[src/rtl/prio_arbiter_rr_pkg.sv]
// rtl/prio_arbiter_rr_pkg.sv - shared constants and types for the request arbiter
package prio_arbiter_rr_pkg;

  typedef enum logic {
    ST_IDLE  = 1'b0,
    ST_GRANT = 1'b1
  } state_t;

  localparam logic [2:0] GC_NONE = 3'b000;
  localparam logic [2:0] GC_R1   = 3'b001;
  localparam logic [2:0] GC_R2   = 3'b010;
  localparam logic [2:0] GC_R3   = 3'b011;
  localparam logic [2:0] GC_R4   = 3'b100;

  localparam logic MODE_FIXED = 1'b0;
  localparam logic MODE_RR    = 1'b1;

  function automatic logic [4:1] gcode_to_onehot(input logic [2:0] code);
    logic [4:1] oh;
    oh = 4'b0000;
    case (code)
      GC_R1:   oh = 4'b0001;
      GC_R2:   oh = 4'b0010;
      GC_R3:   oh = 4'b0100;
      GC_R4:   oh = 4'b1000;
      default: oh = 4'b0000;
    endcase
    return oh;
  endfunction

endpackage

[src/rtl/prio_arbiter_rr_if.sv]
// rtl/prio_arbiter_rr_if.sv - request/grant bundle between requesters and the arbiter
interface prio_arbiter_rr_if;
  logic [4:1] r;
  logic       mode;
  logic [4:1] g;
  logic [2:0] gcode;
  logic       busy;

  modport master (output r, output mode, input g, input gcode, input busy);
  modport slave  (input r, input mode, output g, output gcode, output busy);
endinterface

[src/rtl/rr_prio_encoder.sv]
// rtl/rr_prio_encoder.sv - combinational 4-way priority pick, fixed or rotating after last
import prio_arbiter_rr_pkg::*;

module rr_prio_encoder (
  input  logic [4:1] r,
  input  logic [2:0] last,
  input  logic       mode,
  output logic [4:1] winner,
  output logic [2:0] gcode
);

  logic [3:0] rz;
  logic [1:0] base;
  logic [1:0] cand;
  logic       found;

  assign rz = r;

  // Search steps 1..4 below the last winner (zero-based, mod 4); step 4 lands on last itself.
  always_comb begin
    winner = 4'b0000;
    gcode  = GC_NONE;
    found  = 1'b0;
    cand   = 2'd0;
    base   = (mode == MODE_RR) ? (last[1:0] - 2'd1) : 2'd0;
    for (int s = 1; s <= 4; s++) begin
      cand = base - 2'(s);
      if (!found && rz[cand]) begin
        found  = 1'b1;
        gcode  = {1'b0, cand} + 3'd1;
        winner = gcode_to_onehot(gcode);
      end
    end
  end

endmodule

[src/rtl/prio_arbiter_rr.sv]
// rtl/prio_arbiter_rr.sv - registered grant arbiter with hold limit and one idle cycle per release
import prio_arbiter_rr_pkg::*;

module prio_arbiter_rr #(
  parameter int MAX_HOLD = 8
) (
  input  logic                 clk,
  input  logic                 reset_n,
  prio_arbiter_rr_if.slave     bus
);

  localparam int HW = $clog2(MAX_HOLD + 1);

  state_t        state, state_next;
  logic [4:1]    g_q, g_next;
  logic [2:0]    gcode_q, gcode_next;
  logic [2:0]    last, last_next;
  logic [HW-1:0] hcnt, hcnt_next;
  logic [4:1]    win;
  logic [2:0]    win_code;

  rr_prio_encoder u_enc (
    .r      (bus.r),
    .last   (last),
    .mode   (bus.mode),
    .winner (win),
    .gcode  (win_code)
  );

  always_ff @(posedge clk) begin
    if (!reset_n) begin
      state   <= ST_IDLE;
      g_q     <= 4'b0000;
      gcode_q <= GC_NONE;
      last    <= GC_R1;
      hcnt    <= '0;
    end else begin
      state   <= state_next;
      g_q     <= g_next;
      gcode_q <= gcode_next;
      last    <= last_next;
      hcnt    <= hcnt_next;
    end
  end

  always_comb begin
    state_next = state;
    g_next     = g_q;
    gcode_next = gcode_q;
    last_next  = last;
    hcnt_next  = hcnt;
    case (state)
      ST_IDLE: begin
        if (|bus.r) begin
          state_next = ST_GRANT;
          g_next     = win;
          gcode_next = win_code;
          last_next  = win_code;
          hcnt_next  = HW'(1);
        end
      end
      ST_GRANT: begin
        // Only the granted line matters here; other requests wait for the idle cycle.
        if (|(bus.r & g_q) && (hcnt < HW'(MAX_HOLD))) begin
          hcnt_next = hcnt + HW'(1);
        end else begin
          state_next = ST_IDLE;
          g_next     = 4'b0000;
          gcode_next = GC_NONE;
          hcnt_next  = '0;
        end
      end
      default: begin
        state_next = ST_IDLE;
        g_next     = 4'b0000;
        gcode_next = GC_NONE;
      end
    endcase
  end

  assign bus.g     = g_q;
  assign bus.gcode = gcode_q;
  assign bus.busy  = (state == ST_GRANT);

endmodule

[src/flat_wrapper.sv]
// flat-port wrapper written by rule: the top's interface ports become plain ports
module prio_arbiter_rr_flat 
#(
  parameter int MAX_HOLD = 8
)
  (clk, reset_n, bus_r, bus_mode, bus_g, bus_gcode, bus_busy);
  prio_arbiter_rr_if bus_i ();
  input  logic clk;
  input  logic reset_n;
  input wire logic [$bits(bus_i.r)-1:0] bus_r;
  input wire logic [$bits(bus_i.mode)-1:0] bus_mode;
  output wire logic [$bits(bus_i.g)-1:0] bus_g;
  output wire logic [$bits(bus_i.gcode)-1:0] bus_gcode;
  output wire logic [$bits(bus_i.busy)-1:0] bus_busy;
  assign bus_i.r = bus_r;
  assign bus_i.mode = bus_mode;
  assign bus_g = bus_i.g;
  assign bus_gcode = bus_i.gcode;
  assign bus_busy = bus_i.busy;
  prio_arbiter_rr #(.MAX_HOLD(MAX_HOLD)) u_core (.clk(clk), .reset_n(reset_n), .bus(bus_i));
endmodule
[config.mk]
export PLATFORM = sky130hd
export DESIGN_NAME = prio_arbiter_rr_flat
export DESIGN_NICKNAME = d
export VERILOG_FILES = /design/src/rtl/prio_arbiter_rr_pkg.sv /design/src/rtl/prio_arbiter_rr_if.sv /design/src/rtl/rr_prio_encoder.sv /design/src/rtl/prio_arbiter_rr.sv /design/src/flat_wrapper.sv
export SDC_FILE = /design/constraint.sdc
export NUM_CORES = 1
export LEC_CHECK = 0
export BUFFER_PORTS_ARGS = -buffer_cell sky130_fd_sc_hd__buf_4
export CORE_MARGIN = 2
export CORE_UTILIZATION = 62
export DETAILED_ROUTE_END_ITERATION = 10
export MAX_ROUTING_LAYER = met4
export PLACE_DENSITY_LB_ADDON = 0.2
export SLEW_MARGIN = 0
export SYNTH_ARGS = -nofsm -noshare
export SYNTH_HDL_FRONTEND = slang
export SYNTH_HIERARCHICAL = 1
export SYNTH_SLANG_ARGS = --single-unit
[constraint.sdc]
create_clock -name clk -period 8.2 [get_ports clk]
set_input_delay 0.82 -clock clk [delete_from_list [all_inputs] [get_ports clk]]
set_output_delay 0.82 -clock clk [all_outputs]
set_load 0.005 [all_outputs]
==> impl_metrics.json, run 1 <==
{
  "ctsLongestPathBuffers": 2,
  "grt_antenna_before_repair": 0,
  "dr.pass1.iters": 5,
  "vias_per_cell": 6.90,
  "combPwrFrac_pct": 46.6,
  "power_frac_seq_pct": 35.9,
  "clock_sinks": 14,
  "final_common_cell": "nand2_1",
  "cts_tree": "built",
  "dr.first_iter.drc_count": 67,
  "drv_cap": 0,
  "antenna-diode-count": 0,
  "hold_depth": 2,
  "pin_count": 15,
  "ff2ff_path_depth": 9,
  "r2r_setup_slack_ns": 5.21,
  "clkLatencyLatePin_ns": 0.28,
  "post_synth.cell_area_avg_um2": 8.48,
  "vias": 1256,
  "status": "finished, final reports clean",
  "hold_path.class": "reg -> reg",
  "path_max_fanout": 10,
  "die_h_um": 48.7,
  "fmax_mhz": 318,
  "place_inst": 179,
  "skew_ns": 0.00456,
  "fin_cells": 182,
  "peakVddDrop_mv": 0.103,
  "cp.arrival_ns": 3.28,
  "p_int_mw": 0.134,
  "drive_gt1_share_pct": 15.5,
  "dp_hpwl_um": 2220,
  "hold_viol": 0,
  "most-common-layout-cells": "20 x nand2_1, 14 x buf_4, 14 x dfxtp_1, 13 x nand3_1, 9 x a31oi_1",
  "cts_max_level": 1,
  "post_dp_cell_area_um2": 1320,
  "whs_endpoint": "u_core/hcnt[3]$_SDFFE_PN0P_",
  "finalPower_mw": 0.223,
  "hp-start": "u_core/hcnt[3]$_SDFFE_PN0P_",
  "drc": 0,
  "max_slew_margin_pct": 58.7,
  "grt_pass1_vias": 1071,
  "final_util_pct": 69.9,
  "coreArea_um2": 1920,
  "area_delta_synth_final_pct": 8.48,
  "cts.clk_slew.worst_paths_ns": 0.08,
  "start_util_pct": 64.5,
  "syn_inst": 146,
  "syn_area_um2": 1240,
  "setup_tns_ns": 0,
  "min_period_ns": 3.14,
  "final_nets": 172,
  "dieArea_um2": 2370,
  "ant_nets": 0,
  "r2r-start": "u_core/last[0]$_SDFFE_PN1P_",
  "cts_hold_buf": 0,
  "synth_warnings": 6,
  "power_density_nw_per_um2": 166,
  "required_ns": 8.33,
  "grt_pass1_wl_um": 5010,
  "switchingPower_mw": 0.0893,
  "setup_viol": 0,
  "wl_per_cell_um": 17.0,
  "clockPowerShare_pct": 17.5,
  "post-route-period-util_pct": 38.3,
  "placementRows": 16,
  "post_cts_resized": 0,
  "grt_start_max_net_pins": 21,
  "path_class": "in -> reg",
  "postCtsSetupRepairBufs": 0,
  "wl_um": 3100,
  "rsz0062_at_grt": "no",
  "worst_slew_pin_slew_ns": 0.616,
  "synth_fp_nets": 161,
  "final_area_um2": 1340,
  "power_leakage_nw": 0.553,
  "gr-usage-all-layers_pct": 27.4,
  "fp.dieW_um": 48.7,
  "cts-root-buf": "clkbuf_4",
  "portBuffers": 14,
  "cts_buffers": 3,
  "place.gp.congestion": 0.850,
  "r2r_end": "u_core/bus.gcode[2]$_SDFFE_PN0P_",
  "overflow": 0,
  "slew_viol_final": 0,
  "setup.worst_path.start_class": "input port",
  "sw_frac_of_total_pct": 40.0,
  "endpoint_kind": "flop"
}
-- through the flow --
stage	setup WS, ns	hold slack (ns)
after floorplan	5.27	0.452
after global placement	4.92	0.463
after detailed placement	4.81	0.473
after CTS	5.12	0.484
after global routing	4.92	0.527
final	5.06	0.491
-- final cells by class --
cell class	count	area, µm²
Clock buffer	3	22.5
Tap cell	27	33.8
Multi-Input combinational cell	117	871
Timing Repair Buffer	14	105
Sequential cell	14	280
Fill cell	167	578
Inverter	7	31.3
-- metal layers --
metal	share of wire (%)	routed length, µm	track usage, %	vias up
li1	-	-	-	596
met1	43	1340	36.7	585
met2	45	1410	40.9	67
met3	9.6	299	7.72	8
met4	1.7	53	6.67	0
met5	0	0	-	-
-- power groups by stage --
stage,Sequential [mW],Combinational [mW],Clock (mW)
after global routing,0.0811,0.112,0.0438
after CTS,0.0800,0.101,0.0406
after global placement,0.0811,0.0965,0
after floorplan,0.0798,0.0773,0
final,0.0802,0.104,0.0391
after detailed placement,0.0815,0.101,0
-- how the worst max path moves through the flow --
stage	start	end	slack, ns	cells after the start
after detailed placement	bus_mode	u_core/bus.gcode[1]$_SDFFE_PN0P_	4.81	9
after global placement	bus_mode	u_core/bus.g[4]$_SDFFE_PN0P_	4.92	10
after floorplan	bus_mode	u_core/bus.gcode[1]$_SDFFE_PN0P_	5.27	10
final	bus_mode	u_core/bus.gcode[2]$_SDFFE_PN0P_	5.06	10
after global routing	bus_mode	u_core/bus.gcode[2]$_SDFFE_PN0P_	4.92	10
after CTS	bus_mode	u_core/bus.g[4]$_SDFFE_PN0P_	5.12	10
-- sequential cells by signal, summed over array words and instances, names as in the netlist --
name              cells
u_core/last           2
u_core/hcnt           4
u_core/bus.busy       1
u_core/bus.gcode      3
u_core/bus.g          4
-- critical path: stages --
cell      delay, ns
buf_4          0.12
nand2b_1       0.29
ha_1           0.58
mux2i_1        0.16
nor3b_1        0.16
o211a_1        0.31
a222oi_1       0.41
nand2_1        0.14
a31oi_1        0.19
a311oi_1       0.09
(Power assumes the default switching activity.)
==> run 2, diff against run 1 <==
--- a/config.mk
+++ b/config.mk
@@ -7,7 +7,7 @@
 export LEC_CHECK = 0
 export BUFFER_PORTS_ARGS = -buffer_cell sky130_fd_sc_hd__buf_4
 export CORE_MARGIN = 2
-export CORE_UTILIZATION = 62
+export CORE_UTILIZATION = 52
 export DETAILED_ROUTE_END_ITERATION = 10
 export MAX_ROUTING_LAYER = met4
 export PLACE_DENSITY_LB_ADDON = 0.2
==> constraint.sdc (replaced) <==
create_clock -name clk -period 2.8 [get_ports clk]
set_input_delay 0.28 -clock clk [delete_from_list [all_inputs] [get_ports clk]]
set_output_delay 0.28 -clock clk [all_outputs]
set_load 0.005 [all_outputs]
==> run 2 against run 1 <==
Against the previous run:
- via count down 0.80%
- sequential power grew to 2.9 times the previous value
- sequential share of layout area is 0.61 points lower
- flip-flop and latch count stayed put
- power rose to 3.2 times the previous value
- largest cell class unchanged
- global-route usage fell by 0.92 points
- clock skew barely moved
- worst setup slack lost 4.8 ns
- critical endpoint is now u_core/bus.gcode[1]$_SDFFE_PN0P_
- routed wire length increased by 4.1%
- critical path type is now reg -> reg
- cell count increased by 2.7%
==> impl_metrics.json, run 2 (synthesis results as in run 1) <==
{
  "cts_max_level": 1,
  "power_leakage_nw": 0.577,
  "cp.arrival_ns": 2.71,
  "hold_viol": 0,
  "combPwrFrac_pct": 46.3,
  "multiInputGateArea_um2": 888,
  "dieArea_um2": 2790,
  "cts_buffers": 3,
  "antenna-diode-count": 0,
  "r2r-start": "u_core/last[0]$_SDFFE_PN1P_",
  "fmax_mhz": 390,
  "final_common_cell": "nand2_1",
  "fp.dieW_um": 52.8,
  "worst_slew_pin_slew_ns": 0.571,
  "wl_per_cell_um": 17.3,
  "status": "finished, final reports clean",
  "drv_cap": 0,
  "power_density_nw_per_um2": 506,
  "pin_count": 15,
  "clockPowerShare_pct": 20.9,
  "power_frac_seq_pct": 32.8,
  "coreArea_um2": 2230,
  "grt_antenna_before_repair": 0,
  "dr.pass1.iters": 5,
  "ant_nets": 0,
  "portBuffers": 14,
  "path_class": "reg -> reg",
  "required_ns": 2.95,
  "placementRows": 17,
  "p_int_mw": 0.440,
  "die_h_um": 52.8,
  "overflow": 0,
  "setup_viol": 0,
  "cts_tree": "built",
  "setup.worst_path.start_class": "flop",
  "dr.first_iter.drc_count": 99,
  "wl_um": 3230,
  "dp_hpwl_um": 2220,
  "area_delta_synth_final_pct": 13.2,
  "final_nets": 175,
  "most-common-layout-cells": "20 x nand2_1, 17 x buf_4, 13 x dfxtp_1, 12 x nand3_1, 9 x a31oi_1",
  "cts_hold_buf": 0,
  "slew_viol_final": 0,
  "place.gp.congestion": 0.910,
  "skew_ns": 0.00496,
  "crit_start": "u_core/last[0]$_SDFFE_PN1P_",
  "final_util_pct": 62.8,
  "clkLatencyLatePin_ns": 0.28,
  "hp-start": "reset_n",
  "setup_tns_ns": 0,
  "vias_per_cell": 6.66,
  "fillCellCount": 202,
  "max_slew_margin_pct": 61.7,
  "drc": 0,
  "area.sequential_um2": 284,
  "post-route-period-util_pct": 91.5,
  "path_max_fanout": 8,
  "start_util_pct": 55.5,
  "gr-usage-all-layers_pct": 26.4,
  "vias": 1246,
  "ctsLongestPathBuffers": 2,
  "grt_pass1_vias": 1064,
  "drive_gt1_share_pct": 19.5,
  "clock_sinks": 14,
  "grt_pass1_wl_um": 5310,
  "cts.clk_slew.worst_paths_ns": 0.09,
  "grt_start_max_net_pins": 21,
  "cts-root-buf": "clkbuf_4",
  "endpoint_kind": "flop",
  "peakVddDrop_mv": 0.445,
  "hold_path.class": "in -> reg",
  "sw_frac_of_total_pct": 37.9,
  "min_period_ns": 2.56,
  "rsz0062_at_grt": "no",
  "switchingPower_mw": 0.269
}
==> run 2: cell count changes in the layout (fill, tap and decap cells not counted), sizes merged <==
| cell | before | now |
|---|---|---|
| clkbuf | 3 | 4 |
| buf | 14 | 17 |
==> run 2: final timing paths <==
kind / endpoint / slack [ns] / cells after the start
setup / recovery: u_core/bus.gcode[1]$_SDFFE_PN0P_ / 0.24 / 9
hold / removal: u_core/last[0]$_SDFFE_PN1P_ / 0.17 / 2
setup reg to reg: u_core/bus.gcode[1]$_SDFFE_PN0P_ / 0.24 / 9
hold reg to reg: u_core/hcnt[1]$_SDFFE_PN0P_ / 0.49 / 2
==> run 2: stage by stage <==
| step | cells | power, mW | hold slack [ns] | cell area, µm² | setup WS (ns) |
|---|---|---|---|---|---|
| 6_report | 187 | 0.710 | 0.172 | 1400 | 0.237 |
| 5_1_grt | 187 | 0.758 | 0.178 | 1400 | 0.0474 |
| 4_1_cts | 186 | 0.692 | 0.176 | 1370 | 0.0265 |
| 3_5_place_dp | 182 | 0.541 | 0.482 | 1340 | 0.0558 |
| 3_3_place_gp | 182 | 0.532 | 0.461 | 1340 | 0.0923 |
| 2_1_floorplan | 146 | 0.460 | 0.352 | 1240 | 0.201 |
==> run 2: routing by layer <==
metal / global-route usage [%] / wire length, µm / vias to the layer above
li1: - / - / 603
met1: 39.0 / 1500 / 592
met2: 37.3 / 1490 / 47
met3: 5.43 / 220 / 4
met4: 4.70 / 19 / 0
met5: - / 0 / -
==> run 2: repair_timing <==
item,CTS,global route
hold endpoints to repair,0,0
setup endpoints to repair,0,8
setup buffers,0,1
resized for setup,0,5
==> run 2: final cells by class <==
| class | count | share of cell area, % |
|---|---|---|
| multi-input cells | 117 | 63.3 |
| flip-flops and latches | 14 | 20.2 |
| repair buffers | 17 | 9.10 |
| clock buffers | 4 | 2.59 |
| well taps | 28 | 2.50 |
| inverters | 7 | 2.23 |
==> run 2: critical path, stage by stage (launching register included) <==
cell,delay [ns]
dfxtp_4,0.37
or2b_1,0.23
nand3_2,0.16
ha_4,0.35
a31oi_1,0.08
a221oi_4,0.42
or4b_1,0.47
o211a_1,0.14
a31oi_1,0.15
a311oi_1,0.07
==> run 2: power by group through the flow <==
stage / Clock [mW] / Sequential, mW / Combinational [mW]
2_1_floorplan: 0 / 0.234 / 0.226
3_3_place_gp: 0 / 0.235 / 0.297
3_5_place_dp: 0 / 0.236 / 0.305
4_1_cts: 0.153 / 0.231 / 0.307
5_1_grt: 0.161 / 0.235 / 0.363
6_report: 0.148 / 0.233 / 0.328
==> run 3, diff against run 2 <==
--- a/config.mk
+++ b/config.mk
@@ -5,6 +5,7 @@
 export SDC_FILE = /design/constraint.sdc
 export NUM_CORES = 1
 export LEC_CHECK = 0
+export ABC_AREA = 1
 export BUFFER_PORTS_ARGS = -buffer_cell sky130_fd_sc_hd__buf_4
 export CORE_MARGIN = 2
 export CORE_UTILIZATION = 52
==> run 3 against run 2 <==
Against the previous run:
- count of clock-buffer cells in the layout is the same
- largest cell class unchanged
- clock power shrank 3%
- cell area grew 0.71%
- routed wire length shrank 13%
- largest power group unchanged
- clock skew shrank 0.0022 ns
==> impl_metrics.json, run 3 <==
{
  "status": "finished, final reports clean",
  "cts-root-buf": "clkbuf_4",
  "slowest_stage": "ha_1",
  "placementRows": 18,
  "hold_depth": 2,
  "place.gp.congestion": 0.867,
  "required_ns": 3.01,
  "power_density_nw_per_um2": 658,
  "cts_tree": "built",
  "power_leakage_nw": 0.701,
  "coreArea_um2": 2410,
  "dr.first_iter.drc_count": 37,
  "min_period_ns": 2.50,
  "cts_buffers": 3,
  "final_util_pct": 58.6,
  "overflow": 0,
  "layout_setup_ws_ns": 0.304,
  "path_max_fanout": 14,
  "post-route-period-util_pct": 89.1,
  "syn_area_um2": 1290,
  "drc": 0,
  "grt_pass1_wl_um": 4660,
  "post_cts_resized": 0,
  "dieArea_um2": 2890,
  "synth_fp_nets": 204,
  "area_delta_synth_final_pct": 9.82,
  "endpoint_kind": "flop",
  "post_synth.cell_area_avg_um2": 6.81,
  "rsz0062_at_grt": "no",
  "max_slew_margin_pct": 72.4,
  "ant_nets": 0,
  "dpl_worst_slack_ns": 0.325,
  "cts.clk_slew.worst_paths_ns": 0.08,
  "fmax_mhz": 401,
  "hold_viol": 0,
  "drive_gt1_share_pct": 24.3,
  "cts_hold_buf": 0,
  "r2r-start": "u_core/last[0]$_SDFFE_PN1P_",
  "path_class": "reg -> reg",
  "wl_um": 2800,
  "hold_path.class": "in -> reg",
  "vias": 1247,
  "clock_sinks": 14,
  "crit_start": "u_core/last[0]$_SDFFE_PN1P_",
  "setup.worst_path.start_class": "flop",
  "skew_ns": 0.00279,
  "postCtsSetupRepairBufs": 0,
  "setup_viol": 0,
  "portBuffers": 14,
  "cp_common_cell": "nand2_1",
  "worst_slew_pin_slew_ns": 0.413,
  "synth_warnings": 6,
  "max_stage_delay_ns": 0.47,
  "final_nets": 218,
  "grt_antenna_before_repair": 0,
  "drv_cap": 0,
  "vias_per_cell": 5.38,
  "fp.dieW_um": 53.7,
  "peakVddDrop_mv": 0.487,
  "die_h_um": 53.7,
  "slew_viol_final": 0,
  "critPathBufInv": 3,
  "critPathTopFamily": "simple AND/OR/NAND/NOR gates",
  "hp-start": "reset_n",
  "grt_pass1_vias": 1084,
  "dr.pass1.iters": 4,
  "dp_hpwl_um": 2300,
  "final_common_cell": "nand2_1",
  "pin_count": 15,
  "antenna-diode-count": 0,
  "fillCellCount": 236,
  "setup_tns_ns": 0,
  "cp.arrival_ns": 2.70,
  "cts_max_level": 1,
  "ctsLongestPathBuffers": 2,
  "most-common-layout-cells": "53 x nand2_1, 40 x nand3_1, 16 x inv_1, 14 x buf_4, 14 x dfxtp_1",
  "start_util_pct": 53.4,
  "syn_inst": 189,
  "wl_per_cell_um": 12.1,
  "gr-usage-all-layers_pct": 22.1,
  "clkLatencyLatePin_ns": 0.27,
  "ff2ff_path_depth": 15,
  "path_cells": "inv_2 -> nand2_4 -> nand2_1 -> nand2_1 -> ha_1 -> inv_1 -> nand3_2 -> nand2_4 -> nor2_4 -> nand2_1 -> nand2_1 -> nand2_1 -> inv_1 -> nand3_1 -> a21oi_1",
  "grt_start_max_net_pins": 15,
  "path_depth": 15
}
-- run 3: stage by stage --
stage	cell area, µm²	power, mW	instances	hold slack, ns
3_5_place_dp	1380	0.792	228	0.455
6_report	1410	0.930	232	0.204
3_3_place_gp	1380	0.779	228	0.454
5_1_grt	1410	1.02	232	0.209
2_1_floorplan	1290	0.682	189	0.364
4_1_cts	1410	0.937	232	0.195
-- run 3: worst paths after layout --
path | slack (ns) | end
worst max register to register | 0.30 | u_core/bus.gcode[0]$_SDFFE_PN0P_
worst max-delay path | 0.30 | u_core/bus.gcode[0]$_SDFFE_PN0P_
worst min-delay path | 0.20 | u_core/last[0]$_SDFFE_PN1P_
worst min register to register | 0.47 | u_core/bus.gcode[0]$_SDFFE_PN0P_
-- run 3: worst register-to-register path: cells and delay by family, from the launching register on --
kind                     cells  cell delay (ns)
buffers and inverters        3             0.33
adder cells (fa/ha/maj)      1             0.47
flip-flops                   1             0.33
AO/OA/AOI/OAI                1             0.15
AND/OR/NAND/NOR             10             1.15
-- run 3: cell type report --
cell class                      count  area [µm²]  area share [%]
Tap cell                           30        37.5            2.66
Clock buffer                        4        36.3            2.57
Multi-Input combinational cell    149         875            61.9
Timing Repair Buffer               14         105            7.44
Sequential cell                    14         280            19.8
Inverter                           21        78.8            5.58
-- run 3: per-layer routing --
metal,track usage [%],vias up,share of wire [%]
met2,35.6,40,49
met4,3.42,0,0.97
li1,-,643,-
met1,28.6,560,45
met3,5.28,4,5.0
met5,-,-,0
-- run 3: report_power, final --
part	internal [mW]	total (mW)	switching (mW)
registers	0.232	0.256	0.0235
logic	0.189	0.531	0.343
clock network	0.0790	0.143	0.0637
total	0.500	0.930	0.430
